===== config.mk =====
export PLATFORM = sky130hd
export DESIGN_NAME = vga_timing_gen
export DESIGN_NICKNAME = d
export VERILOG_FILES = /design/src/rtl/vga_pkg.sv /design/src/rtl/vga_pix_prescaler.sv /design/src/rtl/vga_timing_gen.sv
export SDC_FILE = /design/constraint.sdc
export NUM_CORES = 1
export LEC_CHECK = 0
export BUFFER_PORTS_ARGS = -buffer_cell sky130_fd_sc_hd__buf_4
export CAP_MARGIN = 30
export CORE_ASPECT_RATIO = 0.5
export CORE_MARGIN = 2
export CORE_UTILIZATION = 62
export CTS_BUF_LIST = sky130_fd_sc_hd__clkbuf_4 sky130_fd_sc_hd__clkbuf_8
export DETAILED_ROUTE_END_ITERATION = 7
export MAX_ROUTING_LAYER = met4
export PLACE_DENSITY = 0.88
export SLEW_MARGIN = 10
export SYNTH_ARGS = -nofsm -noshare
export SYNTH_HDL_FRONTEND = slang
export SYNTH_SLANG_ARGS = --single-unit

===== constraint.sdc =====
create_clock -name clk -period 5.21 [get_ports clk]
set_input_delay 0.521 -clock clk [delete_from_list [all_inputs] [get_ports clk]]
set_output_delay 0.521 -clock clk [all_outputs]
set_load 0.1 [all_outputs]

===== src/rtl/vga_pkg.sv =====
// Raster timing sets shared by the VGA generator and its users.
// Each axis is described by visible/front/sync/back lengths in pixels or lines.
package vga_pkg;

  typedef struct packed {
    int visible;
    int front;
    int sync;
    int back;
  } axis_timing_t;

  // 640x480@60, 25.175 MHz nominal pixel clock, both syncs active-low
  localparam axis_timing_t VGA640_H   = '{visible: 640, front: 16, sync: 96,  back: 48};
  localparam axis_timing_t VGA640_V   = '{visible: 480, front: 10, sync: 2,   back: 33};
  localparam bit           VGA640_POL = 1'b0;

  // 800x600@60, 40 MHz pixel clock, both syncs active-high
  localparam axis_timing_t VGA800_H   = '{visible: 800, front: 40, sync: 128, back: 88};
  localparam axis_timing_t VGA800_V   = '{visible: 600, front: 1,  sync: 4,   back: 23};
  localparam bit           VGA800_POL = 1'b1;

  function automatic int axis_total(input int vis, input int fp, input int sy, input int bp);
    return vis + fp + sy + bp;
  endfunction

  function automatic logic in_window(input int v, input int lo, input int len);
    return (v >= lo) && (v < lo + len);
  endfunction

endpackage


===== src/rtl/vga_pix_prescaler.sv =====
// Pixel clock-enable: divides clk by PIX_DIV while en is high.
// Latency: pix_ce registered, gated combinationally by en. No backpressure; en=0 freezes the divider.
module vga_pix_prescaler #(
  parameter int PIX_DIV = 2
) (
  input  logic clk,
  input  logic reset,
  input  logic en,
  output logic pix_ce
);

  localparam int            PW   = (PIX_DIV > 1) ? $clog2(PIX_DIV) : 1;
  localparam logic [PW-1:0] LAST = PW'(PIX_DIV - 1);

  logic [PW-1:0] cnt_q;
  logic [PW-1:0] cnt_nxt;
  logic          ce_q;

  always_comb begin
    cnt_nxt = cnt_q + PW'(1);
    if (cnt_q == LAST) begin
      cnt_nxt = '0;
    end
  end

  // ce_q tracks "divider sits at its last phase"; with PIX_DIV=1 it stays high once running
  always_ff @(posedge clk) begin
    if (reset) begin
      cnt_q <= '0;
      ce_q  <= 1'b0;
    end else if (en) begin
      cnt_q <= cnt_nxt;
      ce_q  <= (cnt_nxt == LAST);
    end
  end

  assign pix_ce = ce_q & en;

endmodule


===== src/rtl/vga_timing_gen.sv =====
// Parametrised VGA raster generator: counters, sync/blank, line/frame strobes, frame count.
// Latency: sync/blank registered from next-state counters, zero skew to col_o/row_o. en=0 freezes everything.
module vga_timing_gen
  import vga_pkg::*;
#(
  parameter int H_VISIBLE  = VGA640_H.visible,
  parameter int H_FRONT    = VGA640_H.front,
  parameter int H_SYNC     = VGA640_H.sync,
  parameter int H_BACK     = VGA640_H.back,
  parameter int V_VISIBLE  = VGA640_V.visible,
  parameter int V_FRONT    = VGA640_V.front,
  parameter int V_SYNC     = VGA640_V.sync,
  parameter int V_BACK     = VGA640_V.back,
  parameter int H_SYNC_POL = 0,
  parameter int V_SYNC_POL = 0,
  parameter int PIX_DIV    = 2,
  parameter int CNT_W      = 10,
  parameter int FRM_W      = 16
) (
  input  logic             clk,
  input  logic             reset,
  input  logic             en,
  output logic             pix_ce,
  output logic [CNT_W-1:0] col_o,
  output logic [CNT_W-1:0] row_o,
  output logic             sync_h,
  output logic             sync_v,
  output logic             blank_n,
  output logic             line_start,
  output logic             frame_start,
  output logic [FRM_W-1:0] frame_cnt
);

  localparam int               H_TOTAL = axis_total(H_VISIBLE, H_FRONT, H_SYNC, H_BACK);
  localparam int               V_TOTAL = axis_total(V_VISIBLE, V_FRONT, V_SYNC, V_BACK);
  localparam logic [CNT_W-1:0] H_LAST  = CNT_W'(H_TOTAL - 1);
  localparam logic [CNT_W-1:0] V_LAST  = CNT_W'(V_TOTAL - 1);
  localparam logic             HS_ACT  = (H_SYNC_POL != 0);
  localparam logic             VS_ACT  = (V_SYNC_POL != 0);

  logic [CNT_W-1:0] col_q;
  logic [CNT_W-1:0] row_q;
  logic [CNT_W-1:0] col_nxt;
  logic [CNT_W-1:0] row_nxt;
  logic [FRM_W-1:0] frame_q;
  logic             frame_wrap;
  logic             wrapped_q;
  logic             hs_nxt;
  logic             vs_nxt;
  logic             vis_nxt;
  logic             sync_h_q;
  logic             sync_v_q;
  logic             blank_n_q;

  vga_pix_prescaler #(
    .PIX_DIV(PIX_DIV)
  ) u_prescaler (
    .clk   (clk),
    .reset (reset),
    .en    (en),
    .pix_ce(pix_ce)
  );

  always_comb begin
    col_nxt    = col_q + CNT_W'(1);
    row_nxt    = row_q;
    frame_wrap = 1'b0;
    if (col_q == H_LAST) begin
      col_nxt = '0;
      if (row_q == V_LAST) begin
        row_nxt    = '0;
        frame_wrap = 1'b1;
      end else begin
        row_nxt = row_q + CNT_W'(1);
      end
    end
    hs_nxt  = in_window(int'(col_nxt), H_VISIBLE + H_FRONT, H_SYNC);
    vs_nxt  = in_window(int'(row_nxt), V_VISIBLE + V_FRONT, V_SYNC);
    vis_nxt = (int'(col_nxt) < H_VISIBLE) && (int'(row_nxt) < V_VISIBLE);
  end

  // wrapped_q suppresses the frame strobe on the very first pixel after reset
  always_ff @(posedge clk) begin
    if (reset) begin
      col_q     <= '0;
      row_q     <= '0;
      frame_q   <= '0;
      wrapped_q <= 1'b0;
      sync_h_q  <= ~HS_ACT;
      sync_v_q  <= ~VS_ACT;
      blank_n_q <= 1'b1;
    end else if (pix_ce) begin
      col_q     <= col_nxt;
      row_q     <= row_nxt;
      sync_h_q  <= hs_nxt ? HS_ACT : ~HS_ACT;
      sync_v_q  <= vs_nxt ? VS_ACT : ~VS_ACT;
      blank_n_q <= vis_nxt;
      if (frame_wrap) begin
        frame_q   <= frame_q + FRM_W'(1);
        wrapped_q <= 1'b1;
      end
    end
  end

  assign col_o       = col_q;
  assign row_o       = row_q;
  assign sync_h      = sync_h_q;
  assign sync_v      = sync_v_q;
  assign blank_n     = blank_n_q;
  assign frame_cnt   = frame_q;
  assign line_start  = pix_ce && (col_q == '0);
  assign frame_start = line_start && (row_q == '0) && wrapped_q;

endmodule


# --- Word-level counts from Yosys, hierarchy flattened ---
# Index checks and enable logic that the tools add are counted.
# W data, S select, Z words.
totals:
  reg_bits: 41
  output_inout_bits: 42
  wordCells: 38
  input_bits: 3
classes:
  n_mux: 8
  n_lt_le_gt_ge: 6
  n_bitwise: 1
  addsub: 4
  eq_ne: 2
  n_reduce_logical: 9
ops:
  columns: ["op", "count"]
  rows:
  - ["$mux W10", 3]
  - ["$add A10 B1 Y10 const B", 2]
  - ["$eq A10 B10 Y1 const B", 2]
  - ["$logic_not A10 Y1", 2]
  - ["$lt A10 B10 Y1 const B", 2]
  - ["$lt A10 B9 Y1 const B", 2]
  - ["$add A16 B1 Y16 const B", 1]
  - ["$ge A10 B10 Y1 const B", 1]
  - ["$ge A10 B9 Y1 const B", 1]
  - ["$logic_and A1 B1 Y1", 6]
  - ["$mux W1", 5]
  - ["$reduce_and A2 Y1", 1]
  - ["$add A1 B1 Y1 const B", 1]
  - ["$and A1 B1 Y1", 1]

# --- Longest topological paths before layout ---
depth:
  depth_word: 6
  mapped_depth: 9
  depth_no_buf: 8

# --- Cells and area by module ---
# A second synthesis with hierarchy kept.
unflattened:
  hier_cells: 286
  hier_area_um2: 2309.7
modules_own_cells:
  columns: ["mod", "seq_area_each_um2", "n_inst", "cells_each", "area_per_inst_um2"]
  rows:
  - ["vga_timing_gen", 800.8, 1, 282, 2269.7]
  - ["vga_pix_prescaler", 20.0, 1, 4, 40.0]

# --- Worst setup path after synthesis ---
# OpenSTA, ideal clock, no wires.
synth_path:
  kind: "flip-flop to output port"
  startpoint: "register col_q[8], in the netlist col_o[8]"
  endpoint: "output frame_start"
  stages_incl_launch_ff: 5
  setup_slack_ps: 1718
  n_path_buf: 1
  arrival_time_ps: 2971
  required_ps: 4689
  cell_sequence: "dfxtp_1 clkbuf_1 nor4b_1 and3_1 and4_1"
synth_between:
  elab_chain_len: 4
synth_lines:
  columns: ["element", "line_no", "source"]
  rows:
  - ["start: declaration", "vga_timing_gen.sv:41", "logic [CNT_W-1:0] col_q;"]
  - ["start signal: assignment", "vga_timing_gen.sv:93", "col_q <= col_nxt;"]
  - ["$logic_not A10 Y1", "vga_timing_gen.sv:111", "assign line_start = pix_ce && (col_q == '0);"]
  - ["$logic_and A1 B1 Y1", "vga_timing_gen.sv:111", null]
  - ["named net line_start", "vga_timing_gen.sv:29", "output logic line_start,"]
  - ["$logic_and A1 B1 Y1 (2 in a row)", "vga_timing_gen.sv:112", "assign frame_start = line_start && (row_q == '0) && wrapped_q;"]
  - ["end: declaration", "vga_timing_gen.sv:30", "output logic frame_start,"]
# The timed path passes the listed nets, and every way through them passes these cells.

==> run_results.csv <==
group,metric,value,unit
run_status,status,"finished clean",
worst_setup_path,worstReg2RegStart,"u_prescaler.cnt_q",
sta,hold-worst-slack,0.465,ns
drt,drc_errors,0,
worst_setup_path,path_buf_inv,1,
power_and_ir_drop,switchingPower,0.146,mW
clock_tree,cts-root-buf,"clkbuf_8",
yosys,syn-num-nets,297,
global_routing,grt_max_degree,41,
sta,fin_crit_sh,57.4,%
min_path,min_from,"en",
floorplanning,core-area,0.00355,sq mm
yosys,yosys.cell_types.count,53,
placement,place.gp.congestion,0.910,
min_path,min_path_type,"in2reg",
sta,clock-skew-final,0.00955,ns
worst_setup_path,cpLargestDelayFamily,"simple AND/OR/NAND/NOR gates",
drt,wl,5670,um
global_routing,track_usage,28.3,%
sta,timing.slew.headroom,50.8,%
cells_and_area,fin_util,77.5,%
sta,fin_crit,2.99,ns
clock_tree,cts_tree,"yes",
worst_setup_path,crit_start,"u_prescaler.cnt_q",
floorplanning,io_pins,45,
power_and_ir_drop,p_per_area,222,mW/mm^2
yosys,synth_warnings,0,
sta,rsz0062_at_grt,"false",
cells_and_area,regArea,821,sq um
yosys,seq_area_frac_synth,34.5,%
drt,antenna_left,0,
drt,vias_per_cell,5.88,
power_and_ir_drop,p_comb_share,7.1,%
drt,wl_per_cell,15.2,um
placement,dpl.hpwl,4030,um
worst_setup_path,path_cells,"nand2_1, inv_1, nand4_1, nor4_4, nand3_1, xor2_1, nor2_1",
clock_tree,cts.repair.resized,0,
power_and_ir_drop,netSwitchingFraction,24.0,%
floorplanning,initial_core_util,67.0,%
placement,port_buffers,44,
power_and_ir_drop,peakVddDrop,0.161,mV
worst_setup_path,crit_arrival,3.16,ns
clock_tree,hold_buffers,0,
yosys,ys.flop_type,"dfxtp_1",
cells_and_area,layout-drive-gt1-share,19.8,%
drt,via_count,2199,
yosys,synth_area,0.00238,sq mm
worst_setup_path,cp-end-kind,"flop",
global_routing,antenna_found_initial,0,
worst_setup_path,startpoint_type,"flop",
cells_and_area,diodes,0,
clock_tree,cts_buffers,5,
drt,drt-initial-drc-count,88,
sta,worstMarginPinSlew,0.736,ns
worst_setup_path,critPathMaxStageDelay,0.68,ns
worst_setup_path,cp.required,5.38,ns
floorplanning,fp.dieW,91.5,um
sta,hold_viol,0,
sta,totalNegativeSetupSlack,0,ns
worst_setup_path,slowest_stage,"nand4_1",
power_and_ir_drop,power_frac_clock,40.6,%
drt,drt-pass1-iter-count,4,
clock_tree,cts_buffer_depth,2,
power_and_ir_drop,internal-power,0.464,mW
cells_and_area,syn_to_final_growth,15.6,%
sta,setup_viol,0,
cells_and_area,final.fill_count,251,
floorplanning,die_height,47.8,um
clock_tree,cts.sinks,41,
floorplanning,fp-row-count,15,
sta,timing.fmax,335,MHz
clock_tree,post-cts-setup-buffers,0,
yosys,ys_seq_elements,41,
power_and_ir_drop,p_leak,1.06,nW
sta,drv_slew,0,
sta,setup_ws,2.22,ns
yosys,postSynthCellCount,289,
cells_and_area,multi_input_area,0.00140,sq mm
clock_tree,clk-insertion-delay-late,0.29,ns
clock_tree,htree_num_levels,2,
worst_setup_path,worstPathMaxFanout,17,
power_and_ir_drop,power_frac_seq,52.3,%
yosys,synth_edf_count,0,
global_routing,grt_overflow,0,
clock_tree,cts.clk_slew.worst_paths,0.08,ns
global_routing,first_global_vias,1911,
floorplanning,fp.dieArea,0.00437,sq mm
placement,dp_slack,1.98,ns
yosys,synthArstFlopShare,0,%
power_and_ir_drop,p_total,0.610,mW
worst_setup_path,worstSetupPathType,"reg2reg",
job,maxCapViolations,0,
global_routing,grt_pass1_wl,9130,um
cells_and_area,fin_nets,331,
yosys,synth_area_per_cell,8.22,sq um
## layout make-up
type	instances	share of cell area (%)
clock buffer	5	2.50
clock inverter	2	1.28
inverter	7	0.956
multi-input combinational	224	51.0
sequential	41	29.9
tap	51	2.32
timing repair buffer	44	12.0
## tightest hold or removal path, delay by kind of cell
family                    cells  cell delay (ns)
buffers and inverters         1             0.09
and+or+nand+nor               1             0.07
xor gates and xnor gates      1             0.05
## sequential cells by signal, indices dropped and copies added (netlist names)
register           count
blank_n                1
col_o                 10
frame_cnt             16
row_o                 10
sync_h                 1
sync_v                 1
u_prescaler.cnt_q      1
wrapped_q              1
## layout by cell type, fill, tap and decap left out, types with 2 or more instances in the layout
master    instances
xor2_1           16
nor4b_1           2
inv_1             7
and4_1            5
o21ai_0          13
a21oi_1          18
nand3_2           2
o31ai_1           4
a21o_1            5
nand4_1          10
a22oi_1           2
xnor2_1           7
nor3_1            6
clkbuf_8          5
nand2b_1          2
and3_1            4
ha_1              5
nor2_1           43
buf_4            44
nand2_1          28
and2_1            2
nor4_1            2
nor4_4            2
or3_1             8
nand3_1          14
dfxtp_1          41
## cells in the mapped netlist, types with 2 or more instances
master     n  share of area (%)
nor2_1    43                6.8
dfxtp_1   41                 35
nand2_1   28                4.4
a21oi_1   18                3.8
xor2_1    16                5.9
nand3_1   14                2.9
o21ai_0   13                2.7
nand4_1   10                2.6
clkbuf_1   8                1.3
or3_1      8                2.1
inv_1      7                1.1
xnor2_1    7                2.6
nor3_1     6                1.3
a21o_1     5                1.6
and4_1     5                1.8
buf_6      5                2.4
ha_1       5                2.6
and3_1     4                1.1
o31ai_1    4                1.3
a22oi_1    2               0.63
and2_1     2               0.53
clkbuf_8   2                1.2
nand2b_1   2               0.53
nand3_2    2               0.84
nor4_1     2               0.53
nor4_4     2                1.8
nor4b_1    2               0.74
## worst paths after layout
| kind | end | slack, ns | depth (start not counted) |
|---|---|---|---|
| setup / recovery | frame_cnt[15] | 2.22 | 7 |
| hold / removal | u_prescaler.cnt_q | 0.47 | 3 |
| setup reg to reg | frame_cnt[15] | 2.22 | 7 |
| hold reg to reg | blank_n | 0.48 | 2 |
## per-layer routing
layer | wire (um) | track usage (%)
met1 | 2620 | 35.4
met5 | 0 | -
met2 | 2620 | 46.8
met4 | 51 | 7.88
met3 | 377 | 7.56
## through the flow
| stage | instance area, sq um | std cells |
|---|---|---|
| detailed placement | 2640 | 367 |
| global route | 2750 | 374 |
| global placement | 2640 | 367 |
| CTS | 2750 | 374 |
| floorplan | 2380 | 289 |
| finish | 2750 | 374 |
## logic make-up (layout without fill, tap and decap cells)
family	count (synthesis)	count (layout)	synth area share, %
AND/OR/NAND/NOR	142	142	33.3
AO/OA/AOI/OAI	53	53	14.2
flip-flops	41	41	34.5
buffers and inverters	24	58	6.42
XOR/XNOR	23	23	8.48
adder cells (fa/ha/maj)	6	6	3.05
## power groups by stage
stage / Sequential (mW) / Combinational (mW) / Clock (mW)
2_1_floorplan: 0.338 / 0.0238 / 0
5_1_grt: 0.320 / 0.0452 / 0.268
3_3_place_gp: 0.326 / 0.0429 / 0
4_1_cts: 0.319 / 0.0432 / 0.253
6_report: 0.319 / 0.0431 / 0.248
3_5_place_dp: 0.326 / 0.0432 / 0
(Power assumes the default switching activity.)
